## src/rtl/dplca_node_id_alloc_if.sv

```systemverilog
// Aging-block view of the DPLCA TXOP claim table: edge-signalled updates,
// the per-TXOP claim report and the full claim bitmap.
interface dplca_node_id_alloc_if;
    logic         dplca_txop_table_upd;
    logic         dplca_new_age;
    logic [7:0]   dplca_txop_id;
    logic [1:0]   dplca_txop_claim;
    logic [255:0] txop_claim_table;

    modport master (
        output dplca_txop_table_upd,
        output dplca_new_age,
        output dplca_txop_id,
        output dplca_txop_claim,
        output txop_claim_table
    );

    modport slave (
        input dplca_txop_table_upd,
        input dplca_new_age,
        input dplca_txop_id,
        input dplca_txop_claim,
        input txop_claim_table
    );
endinterface

```

## src/rtl/dplca_node_id_alloc.sv

```systemverilog
// Picks an unclaimed PLCA local node ID from the aging block's claim table,
// holds it conflict-free through CONFIRM_AGES aging windows, then publishes it.
module dplca_node_id_alloc #(
    parameter int CONFIRM_AGES = 1,
    parameter int RETRY_MAX    = 15
) (
    input  logic                   clk,
    input  logic                   reset_n,
    input  logic                   dplca_en,
    dplca_node_id_alloc_if.slave   aging,
    input  logic [7:0]             max_node_id,
    output logic [7:0]             local_nodeID,
    output logic                   dplca_id_valid,
    output logic [3:0]             retry_cnt,
    output logic [2:0]             alloc_state
);

    typedef enum logic [2:0] {
        ST_DISABLED = 3'd0,
        ST_WAIT_AGE = 3'd1,
        ST_SCAN     = 3'd2,
        ST_CLAIM    = 3'd3,
        ST_ASSIGNED = 3'd4,
        ST_NO_FREE  = 3'd5
    } state_t;

    localparam logic [7:0] CONFIRM = 8'(CONFIRM_AGES);
    localparam logic [3:0] RETRY_SAT = 4'(RETRY_MAX);
    localparam logic [1:0] CLAIMED = 2'd1;

    state_t         state_reg, state_next;
    logic [7:0]     ptr_reg, ptr_next;
    logic [7:0]     age_cnt_reg, age_cnt_next;
    logic [7:0]     scan_cnt_reg, scan_cnt_next;
    logic [255:0]   snap_reg, snap_next;
    logic [7:0]     id_reg, id_next;
    logic           valid_reg, valid_next;
    logic [3:0]     retry_reg, retry_next;
    logic           upd_d_reg, age_d_reg;
    logic           upd_re_reg, upd_re_next;
    logic           age_re_reg, age_re_next;
    logic [7:0]     upd_id_reg, upd_id_next;
    logic [1:0]     upd_claim_reg, upd_claim_next;

    logic [7:0]     last_id;
    logic [7:0]     ptr_adv;
    logic [7:0]     id_adv;
    logic           upd_rise;
    logic           conflict;

    assign last_id  = max_node_id - 8'd1;
    assign ptr_adv  = (ptr_reg >= last_id) ? 8'd1 : ptr_reg + 8'd1;
    assign id_adv   = (id_reg  >= last_id) ? 8'd1 : id_reg  + 8'd1;
    assign upd_rise = aging.dplca_txop_table_upd & ~upd_d_reg;
    // The report is latched at its own edge so a late-changing id cannot alias.
    assign conflict = upd_re_reg && (upd_id_reg == id_reg) && (upd_claim_reg == CLAIMED);

    always_ff @(posedge clk or negedge reset_n) begin
        if (!reset_n) begin
            state_reg     <= ST_DISABLED;
            ptr_reg       <= 8'd1;
            age_cnt_reg   <= 8'd0;
            scan_cnt_reg  <= 8'd0;
            snap_reg      <= '0;
            id_reg        <= 8'd0;
            valid_reg     <= 1'b0;
            retry_reg     <= 4'd0;
            upd_d_reg     <= 1'b0;
            age_d_reg     <= 1'b0;
            upd_re_reg    <= 1'b0;
            age_re_reg    <= 1'b0;
            upd_id_reg    <= 8'd0;
            upd_claim_reg <= 2'd0;
        end else begin
            state_reg     <= state_next;
            ptr_reg       <= ptr_next;
            age_cnt_reg   <= age_cnt_next;
            scan_cnt_reg  <= scan_cnt_next;
            snap_reg      <= snap_next;
            id_reg        <= id_next;
            valid_reg     <= valid_next;
            retry_reg     <= retry_next;
            upd_d_reg     <= aging.dplca_txop_table_upd;
            age_d_reg     <= aging.dplca_new_age;
            upd_re_reg    <= upd_re_next;
            age_re_reg    <= age_re_next;
            upd_id_reg    <= upd_id_next;
            upd_claim_reg <= upd_claim_next;
        end
    end

    always_comb begin
        state_next     = state_reg;
        ptr_next       = ptr_reg;
        age_cnt_next   = age_cnt_reg;
        scan_cnt_next  = scan_cnt_reg;
        snap_next      = snap_reg;
        id_next        = id_reg;
        valid_next     = valid_reg;
        retry_next     = retry_reg;
        upd_re_next    = upd_rise & dplca_en & (state_reg != ST_DISABLED);
        age_re_next    = aging.dplca_new_age & ~age_d_reg & dplca_en & (state_reg != ST_DISABLED);
        upd_id_next    = upd_rise ? aging.dplca_txop_id    : upd_id_reg;
        upd_claim_next = upd_rise ? aging.dplca_txop_claim : upd_claim_reg;

        unique case (state_reg)
            ST_DISABLED: begin
                ptr_next     = 8'd1;
                age_cnt_next = 8'd0;
                id_next      = 8'd0;
                valid_next   = 1'b0;
                retry_next   = 4'd0;
                if (dplca_en) begin
                    state_next = ST_WAIT_AGE;
                end
            end
            ST_WAIT_AGE: begin
                if (age_re_reg) begin
                    snap_next     = aging.txop_claim_table;
                    scan_cnt_next = 8'd0;
                    state_next    = ST_SCAN;
                end
            end
            ST_SCAN: begin
                if (max_node_id < 8'd2) begin
                    state_next = ST_NO_FREE;
                end else if (!snap_reg[ptr_reg]) begin
                    id_next      = ptr_reg;
                    age_cnt_next = 8'd0;
                    state_next   = ST_CLAIM;
                end else begin
                    ptr_next      = ptr_adv;
                    scan_cnt_next = scan_cnt_reg + 8'd1;
                    if (scan_cnt_reg + 8'd1 == last_id) begin
                        state_next = ST_NO_FREE;
                    end
                end
            end
            ST_CLAIM: begin
                if (conflict) begin
                    if (retry_reg != RETRY_SAT) begin
                        retry_next = retry_reg + 4'd1;
                    end
                    ptr_next   = id_adv;
                    state_next = ST_WAIT_AGE;
                end else if (age_re_reg) begin
                    age_cnt_next = age_cnt_reg + 8'd1;
                    if (age_cnt_reg + 8'd1 >= CONFIRM) begin
                        valid_next = 1'b1;
                        state_next = ST_ASSIGNED;
                    end
                end
            end
            ST_ASSIGNED: begin
                // Own transmissions claim the ID, so table reports are ignored here.
            end
            ST_NO_FREE: begin
                if (age_re_reg) begin
                    snap_next     = aging.txop_claim_table;
                    ptr_next      = 8'd1;
                    scan_cnt_next = 8'd0;
                    state_next    = ST_SCAN;
                end
            end
            default: begin
                state_next = ST_DISABLED;
            end
        endcase

        // Disable aborts any state and clears outputs on the very next edge.
        if (!dplca_en) begin
            state_next    = ST_DISABLED;
            ptr_next      = 8'd1;
            age_cnt_next  = 8'd0;
            scan_cnt_next = 8'd0;
            id_next       = 8'd0;
            valid_next    = 1'b0;
            retry_next    = 4'd0;
        end
    end

    assign local_nodeID   = id_reg;
    assign dplca_id_valid = valid_reg;
    assign retry_cnt      = retry_reg;
    assign alloc_state    = state_reg;

endmodule
```

## src/flat_wrapper.sv

```systemverilog
// flat-port wrapper written by rule: the top's interface ports become plain ports
module dplca_node_id_alloc_flat 
#(
    parameter int CONFIRM_AGES = 1,
    parameter int RETRY_MAX    = 15
)
  (clk, reset_n, dplca_en, max_node_id, local_nodeID, dplca_id_valid, retry_cnt, alloc_state, aging_dplca_txop_table_upd, aging_dplca_new_age, aging_dplca_txop_id, aging_dplca_txop_claim, aging_txop_claim_table);
  dplca_node_id_alloc_if aging_i ();
  input  logic clk;
  input  logic reset_n;
  input  logic dplca_en;
  input  logic [7:0] max_node_id;
  output logic [7:0] local_nodeID;
  output logic dplca_id_valid;
  output logic [3:0] retry_cnt;
  output logic [2:0] alloc_state;
  input wire logic [$bits(aging_i.dplca_txop_table_upd)-1:0] aging_dplca_txop_table_upd;
  input wire logic [$bits(aging_i.dplca_new_age)-1:0] aging_dplca_new_age;
  input wire logic [$bits(aging_i.dplca_txop_id)-1:0] aging_dplca_txop_id;
  input wire logic [$bits(aging_i.dplca_txop_claim)-1:0] aging_dplca_txop_claim;
  input wire logic [$bits(aging_i.txop_claim_table)-1:0] aging_txop_claim_table;
  assign aging_i.dplca_txop_table_upd = aging_dplca_txop_table_upd;
  assign aging_i.dplca_new_age = aging_dplca_new_age;
  assign aging_i.dplca_txop_id = aging_dplca_txop_id;
  assign aging_i.dplca_txop_claim = aging_dplca_txop_claim;
  assign aging_i.txop_claim_table = aging_txop_claim_table;
  dplca_node_id_alloc #(.CONFIRM_AGES(CONFIRM_AGES), .RETRY_MAX(RETRY_MAX)) u_core (.clk(clk), .reset_n(reset_n), .dplca_en(dplca_en), .aging(aging_i), .max_node_id(max_node_id), .local_nodeID(local_nodeID), .dplca_id_valid(dplca_id_valid), .retry_cnt(retry_cnt), .alloc_state(alloc_state));
endmodule
```

## config.mk

```make
export PLATFORM = sky130hd
export DESIGN_NAME = dplca_node_id_alloc_flat
export DESIGN_NICKNAME = d
export VERILOG_FILES = /design/src/rtl/dplca_node_id_alloc_if.sv /design/src/rtl/dplca_node_id_alloc.sv /design/src/flat_wrapper.sv
export SDC_FILE = /design/constraint.sdc
export NUM_CORES = 1
export LEC_CHECK = 0
export ABC_AREA = 1
export CORE_ASPECT_RATIO = 1.75
export CORE_UTILIZATION = 52
export CTS_BUF_LIST = sky130_fd_sc_hd__clkbuf_8 sky130_fd_sc_hd__clkbuf_16
export CTS_CLUSTER_SIZE = 12
export DETAILED_ROUTE_END_ITERATION = 10
export HOLD_SLACK_MARGIN = 0.05
export PLACE_DENSITY = 0.8
export SETUP_SLACK_MARGIN = 0.5
export SYNTH_ARGS = -nofsm -noshare
export SYNTH_HDL_FRONTEND = slang
export SYNTH_SLANG_ARGS = --single-unit
```

## constraint.sdc

```tcl
create_clock -name clk -period 2.9 [get_ports clk]
set_input_delay 0.58 -clock clk [delete_from_list [all_inputs] [get_ports clk]]
set_output_delay 0.58 -clock clk [all_outputs]
set_load 0.05 [all_outputs]
```

==> metrics.txt <==
Max stage delay on crit path=650 ps; final hold violations=0; total design power=17.9 mW; synth warn=0; Bufs and invs on worst path=4; Fillers=2110; Layout area overhead=35.6%; die width=134 um; Top cell by count, worst path=nand2_1; largest net degree at the start of global routing=114; final worst-path cycle share=0.954; synthesized cell area=15800 sq um; CP delay by family, top=simple AND/OR/NAND/NOR gates; First-pass DRT Iterations=5; Max clock buf depth=3; Sum Neg Setup Slack=0 ps; Synth Register Bits=310; DRC Markers=0; final setup fails=0; met2 usage=0.584; number of global-route vias before repair=14300; later-pin clock latency in the skew report=580 ps; CORE AREA=30000 sq um; total wire length=51900 um; CTS tree=built; commonest non-fill, non-tap cell in the layout=nand2_1; I/O Buffers=294; CTS buffer count=30; Setup crit end kind=flip-flop; Net Count, Synth=1912; Clock Pin Slew Worst Setup and Hold Paths=60 ps; root buffer cell=clkbuf_16; initial antenna violation count=10; WP data arrival=3200 ps; Mapped Cells=1615; Slowest cell on crit path=dfstp_4; RSZ-0062 raised after global routing=yes; Nets=2229; first-pass GRT wire length=76500 um; Reg area=7770 sq um; WL per Instance=22.2 um; sequential cell area fraction in the yosys report=0.492; Vert. Die Dim=232 um; Fin Hold WS=412 ps; Core Rows=84; global route hottest layer=met2; leading post-synthesis cells by cell area=dfrtp_1 (49%), mux2_2 (19%), nand2_1 (9.8%); Slew Limit Fails=0; GRT Util Overall=0.325; clock sinks=310; antenna violation net count after detailed routing=0; Initial Utilization=0.527; startpoint types=flip-flop; clk_skew=31.2 ps; Leakage=9.58 nW; Worst-Margin Slew=876 ps; max cap viols=0; Power Density=834 nW/um^2; GR Util met1=0.342; most frequent cells in the layout=nand2_1 (375), dfrtp_1 (305), clkdlybuf4s50_1 (279), mux2_2 (262), nand3_1 (189); drt via density=5.86; starting DRC count in detailed routing=1066; die area=31100 sq um; met3 usage=0.0438; grt ovf=0; post-synth cell types=39; Slew headroom=0.410; Setup WS pre-CTS=-224 ps; Synth top area share=0.490; Final min period=2770 ps; Area after DPL=19200 sq um; RD Place Congestion=0.854; layout cells sized above 1=0.277; Setup CP Type=reg2reg; type of the most critical hold path=reg2reg; post-route cell area=21400 sq um; Vias=13700; DP Wirelength=32300 um; Critical Path Fanout Max=10; Worst VDD drop=0.000649 V; worst-path cell chain=buf_12, buf_12, buf_8, inv_8, nand2_1, nand3_2, nand3_4, nand3_4, nand3_2, nand2_1, nand2_1, nand3_1, nand3_2, nand2_4, nand2_8, nand3_4, nand2_1, o21ai_1; Multi-input gate area=7940 sq um; max reg flops=256; Fmax=0.361 GHz; area leader, netlist=dfrtp_1; I/O pin total=295; Syn Area/Cell=9.77 sq um; critical path data required time=3330 ps; H-tree depth=1; Setup WS post-layout=133 ps; outcome=finished, final reports clean
[worst reg2reg max path: stages, from the launching register on]
cell	delay (ps)
dfstp_4	650
buf_12	180
buf_12	150
buf_8	110
inv_8	60
nand2_1	100
nand3_2	100
nand3_4	120
nand3_4	90
nand3_2	100
nand2_1	70
nand2_1	70
nand3_1	100
nand3_2	100
nand2_4	100
nand2_8	120
nand3_4	160
nand2_1	160
o21ai_1	80
[per-layer routing]
| metal | vias to the layer above | routed length [um] |
|---|---|---|
| met2 | 731 | 27600 |
| met5 | - | 0 |
| met1 | 6665 | 17300 |
| met4 | 0 | 3970 |
| met3 | 220 | 3050 |
| li1 | 6076 | - |
[through the flow]
stage	util	std cells
2_1_floorplan	-	1615
6_report	0.714	2336
3_5_place_dp	0.642	2252
5_1_grt	0.714	2336
3_3_place_gp	0.642	2252
4_1_cts	0.694	2315
[timing repair]
action                                 4_1_cts  5_1_grt
hold buffers                                 1        0
gates cloned                                14        7
setup endpoints to repair                   49      140
pin swaps                                   36       63
buffers inserted                             9        4
gates resized for setup                     97       87
endpoints found under the hold margin       58        0
[cell families (layout without fill, tap and decap cells)]
group                      count (synthesis)  count (layout)  share of synthesized area
xor gates and xnor gates                  34              34                     0.0189
and+or+nand+nor                          755             759                      0.209
muxes                                    262             262                      0.187
adders and majority gates                 18              18                     0.0143
other                                      0              10                          0
buffers and inverters                    158             478                     0.0490
AOI/OAI and AO/OA                         78              78                     0.0302
DFF                                      310             310                      0.492
[power breakdown]
part / leakage [nW] / internal (mW) / switching [mW]
clock: 0.420 / 1.88 / 1.60
sequential: 3.92 / 6.10 / 1.04
combinational: 5.24 / 3.59 / 3.66
total: 9.58 / 11.6 / 6.30
[synth_stat cells (all sizes together)]
master	number
a31o	1
or2	4
o211ai	1
a41oi	1
o21bai	1
a21boi	1
dfrtp	309
nor2	40
nand3	272
xor2	22
nor4	2
mux2	262
nand4	3
nor3	10
nor3b	6
a31oi	1
inv	67
and3	1
o21a	7
ha	18
buf	73
a21oi	15
nand2	413
xnor2	12
nand3b	4
dfstp	1
o21ai	50
clkbuf	18
[cell type report]
class                      instances  area share
timing repair inverter             3     0.00134
clock inverter                     8     0.00158
timing repair buffer             369       0.190
clock buffer                      31      0.0362
antenna                           10     0.00117
multi-input combinational       1151       0.371
sequential                       310       0.363
inverter                          67      0.0131
tap                              387      0.0226
[worst paths after layout]
path / startpoint / to / slack, ps / depth (start not counted)
setup / recovery: u_core.ptr_reg[0] / u_core.local_nodeID[0] / 130 / 18
hold / removal: u_core.age_d_reg / u_core.age_re_reg / 410 / 1
setup reg to reg: u_core.ptr_reg[0] / u_core.local_nodeID[0] / 130 / 18
hold reg to reg: u_core.age_d_reg / u_core.age_re_reg / 410 / 1
max in group asynchronous: reset_n / u_core.snap_reg[235] / 1500 / 3
min in group asynchronous: reset_n / u_core.snap_reg[183] / 570 / 2
No activity file was read; power rests on OpenSTA's default activity.
==> patch 1: new RTL, same settings <==
Reset style: synchronous (`reset_n`), changed in one clocked block.
--- a/src/rtl/dplca_node_id_alloc.sv
+++ b/src/rtl/dplca_node_id_alloc.sv
@@ -55,7 +55,7 @@
     // The report is latched at its own edge so a late-changing id cannot alias.
     assign conflict = upd_re_reg && (upd_id_reg == id_reg) && (upd_claim_reg == CLAIMED);
 
-    always_ff @(posedge clk or negedge reset_n) begin
+    always_ff @(posedge clk) begin
         if (!reset_n) begin
             state_reg     <= ST_DISABLED;
             ptr_reg       <= 8'd1;
Check against the original RTL: differs if reset_n is asserted again (counterexample within 4 cycles, from zero or initial values and one cycle with reset_n low); with reset_n held inactive, the same outputs for 4 cycles.
==> patch 1 against the original RTL <==
- sequential cell count unchanged
- fmax increased by 16%
- final area decreased by 11%
- synthesized cell count increased by 38%
- routed wire length decreased by 5.9%
- area after synthesis decreased by 6.2%
- setup slack improved by 0.38 ns
- critical path type unchanged
Power is not compared: it rests on default switching activity, and its combinational part moved more than twofold at a synthesized area within 25%.
==> patch 1: results (changes against the original RTL) <==
Finished Layout Cells=2,835 (+21%); Worst Tran Pin Value=1.09 ns (+0.217 ns); footprint of the multi-input gates=7700 µm² (-3.0%); top sig layer=met4; CP max FO=28 (+18); met2 wire length=24,300 µm (-12%); DRT met1 WL=17,900 µm (+3.4%); syn_nets=2,521 (+32%); multi-input gate share of total cell area=0.404 (+0.0328); Synth top cells by count=nor2_1 (597), nand2_1 (387), dfxtp_1 (310); met2 Use GR=0.565 (-0.0184); ClkCell Share=0.0436 (+0.00578); post-CTS sizing=27 (-72%); CP max stage delay=0.47 ns (-0.18 ns); Critical-path top delay cell=dfxtp_4; multi-input gate count=1,691 (+47%); number of synthesized register bits=310 (unchanged); crit path DAT=2.84 ns (-0.36 ns); Comb power frac=0.162; Mean Syn Cell Area=6.66 µm² (-32%); largest net degree at the start of global routing=269 (+140%); Hold Path Class=in -> reg; GRT Util Overall=0.328 (+0.00290); Filler cells=2,529 (+20%); Post-CTS Hold Buffers=0 (-1); area grow syn2layout=28.8%; status=finished, final reports clean; ys async rst share=0 (-1.00); Place WS=-0.277 ns (-0.0530 ns); share of layout cells above drive strength 1=0.0520 (-0.225); Ant. Diodes=2 (-8); Netlist cell types=34 (-13%); dpl hpwl=31,300 µm (-2.9%); final core occ=0.682 (-0.0324); Inverters=73 (+4.3%); via count of the first global-routing pass=15.3k (+7.3%); Routed WL=48,800 µm (-5.9%); GR Util met3=0.0430 (-0.000818); met1 Use GR=0.361 (+0.0194); skew final=0.0295 ns (-0.00165 ns); Seq/total area=0.326 (-0.0373); Initial DRC Count=1,321 (+24%); Met3 Wirelength=2780 µm (-8.7%); Buffers excl. clock=345 (-6.5%); CLK BUF=30 (-3.2%); sequential-to-total area share from yosys stat=0.419 (-0.0726); non-clk buf share=0.187 (-0.00317); initial antenna violation count=2 (-8); most frequently used flop master after synthesis=dfxtp_1; DRT Pass-1 Iters=6 (+1); vias=15.9k (+16%); Post-DP Area=18,000 µm² (-6.6%); first-pass GRT wire length=75,600 µm (-1.1%)
==> patch 1: final timing paths <==
kind,from,endpoint,slack (ns),cells after the start
max reg2reg,u_core.ptr_reg[0]$_SDFFE_PN1P_,u_core.scan_cnt_reg[0]$_SDFFE_PN0P_,0.51,17
min,reset_n,u_core.retry_cnt[1]$_SDFFE_PN0P_,0.38,3
min reg2reg,u_core.age_d_reg$_SDFF_PN0_,u_core.age_re_reg$_SDFF_PN0_,0.39,1
max,u_core.ptr_reg[0]$_SDFFE_PN1P_,u_core.scan_cnt_reg[0]$_SDFFE_PN0P_,0.51,17
==> patch 1: logic make-up after synthesis <==
| kind of cell | share of synthesized area |
|---|---|
| AO/OA/AOI/OAI | 0.114 |
| XOR/XNOR | 0.0172 |
| adder cells (fa/ha/maj) | 0.0144 |
| buffers and inverters | 0.0682 |
| flip-flops | 0.419 |
| AND/OR/NAND/NOR | 0.368 |
==> patch 2: new RTL, same flow settings <==
Without the edit above. `RETRY_MAX` is set to 15 in 2 places; all go to 11.
--- a/src/rtl/dplca_node_id_alloc.sv
+++ b/src/rtl/dplca_node_id_alloc.sv
@@ -2,7 +2,7 @@
 // holds it conflict-free through CONFIRM_AGES aging windows, then publishes it.
 module dplca_node_id_alloc #(
     parameter int CONFIRM_AGES = 1,
-    parameter int RETRY_MAX    = 15
+    parameter int RETRY_MAX    = 11
 ) (
     input  logic                   clk,
     input  logic                   reset_n,
--- a/src/flat_wrapper.sv
+++ b/src/flat_wrapper.sv
@@ -2,7 +2,7 @@
 module dplca_node_id_alloc_flat 
 #(
     parameter int CONFIRM_AGES = 1,
-    parameter int RETRY_MAX    = 15
+    parameter int RETRY_MAX    = 11
 )
   (clk, reset_n, dplca_en, max_node_id, local_nodeID, dplca_id_valid, retry_cnt, alloc_state, aging_dplca_txop_table_upd, aging_dplca_new_age, aging_dplca_txop_id, aging_dplca_txop_claim, aging_txop_claim_table);
   dplca_node_id_alloc_if aging_i ();
Check against the original RTL: no difference found for any inputs over 4 cycles, from zero or initial values and one cycle with reset_n low; that may be too few to reach the edited logic, so the function may still have changed.
==> patch 2 against the original RTL <==
- combinational power down 4.0%
- power is 1.2% lower
- setup slack improved by 0.072 ns
- final area up 0.90%
- routed wire length is 2.4% lower
- area after synthesis shrank 0.14%
- sequential cell count is the same
- critical path type unchanged
- critical endpoint is now u_core.scan_cnt_reg[4]$_DFFE_PN0P_
- largest cell class unchanged
- highest routed layer is now met5
==> patch 2: results (changes against the original RTL) <==
largest net degree at the start of global routing=79 (-31%); cell count after synthesis=1,614 (-0.062%); met2 Use GR=0.601 (+0.0174); gpl congestion=0.873 (+2.2%); syn_nets=1,911 (-0.052%); total power=17,600 µW (-1.2%); final core occ=0.721 (+0.00643); Synth Area in Adders=0.0143 (+0.0000204); Filler cells=2,131 (+1.0%); share of layout cells above drive strength 1=0.278 (+0.00109); met2 wire length=26,900 µm (-2.2%); top sig layer=met5; Nets=2,244 (+0.67%); Finished Layout Cells=2,346 (+0.43%); Place WS=-0.312 ns (-0.0884 ns); Main power group=sequential cells; VDD IR max=0.575 mV (-11%); Slew HR=0.476 (+0.0655); Met3 Wirelength=2630 µm (-14%); initial antenna violation count=7 (-3); R2R depth=19 (+1); status=finished, final reports clean; P_clk=3620 µW (+4%); GRT Util Overall=0.330 (+0.00486); Routed WL=50,600 µm (-2.4%); Final WS setup=0.206 ns (+0.0723 ns); CP max FO=8 (-2); skew final=0.0133 ns (-0.0179 ns); static leakage=0.00968 µW (+1.0%); met1 Use GR=0.339 (-0.00321); GR Util met3=0.0428 (-0.00101); Initial DRC Count=778 (-27%); sequential-to-total area share from yosys stat=0.492 (+0.000703); top cells by area, synth=dfrtp_1 (49%), mux2_2 (19%), nand2_1 (9.6%), nand3_1 (8.4%), buf_2 (1.7%)
patch 2: changes by cell type after synthesis, sizes merged, moves of 2 or more:
| cell | before | now |
|---|---|---|
| nand4 | 3 | 5 |
| nor2 | 40 | 45 |
| a21oi | 15 | 17 |
| nand3 | 272 | 268 |
| nand3b | 4 | 2 |
| xor2 | 22 | 20 |
| o22ai | 0 | 2 |
| o21ai | 50 | 53 |
| nor3 | 10 | 12 |
| nand2 | 413 | 408 |
| nor3b | 6 | 3 |
patch 2: area by class of cell:
type,count,area share
repair inverters,2,0.000927
flip-flops and latches,310,0.360
clock inverters,5,0.00214
inverters,68,0.0129
well taps,387,0.0224
repair buffers,386,0.200
diodes,6,0.000695
clock buffers,33,0.0372
multi-input cells,1149,0.365
patch 2: timing repair:
item                                    4_1_cts  5_1_grt
endpoints found under the hold margin        65        0
resized for setup                           160       27
cloned                                       21        0
pin swaps                                    60       12
buffers inserted                             16        3
hold buffers                                  1        0
endpoints found under the setup margin       49      242
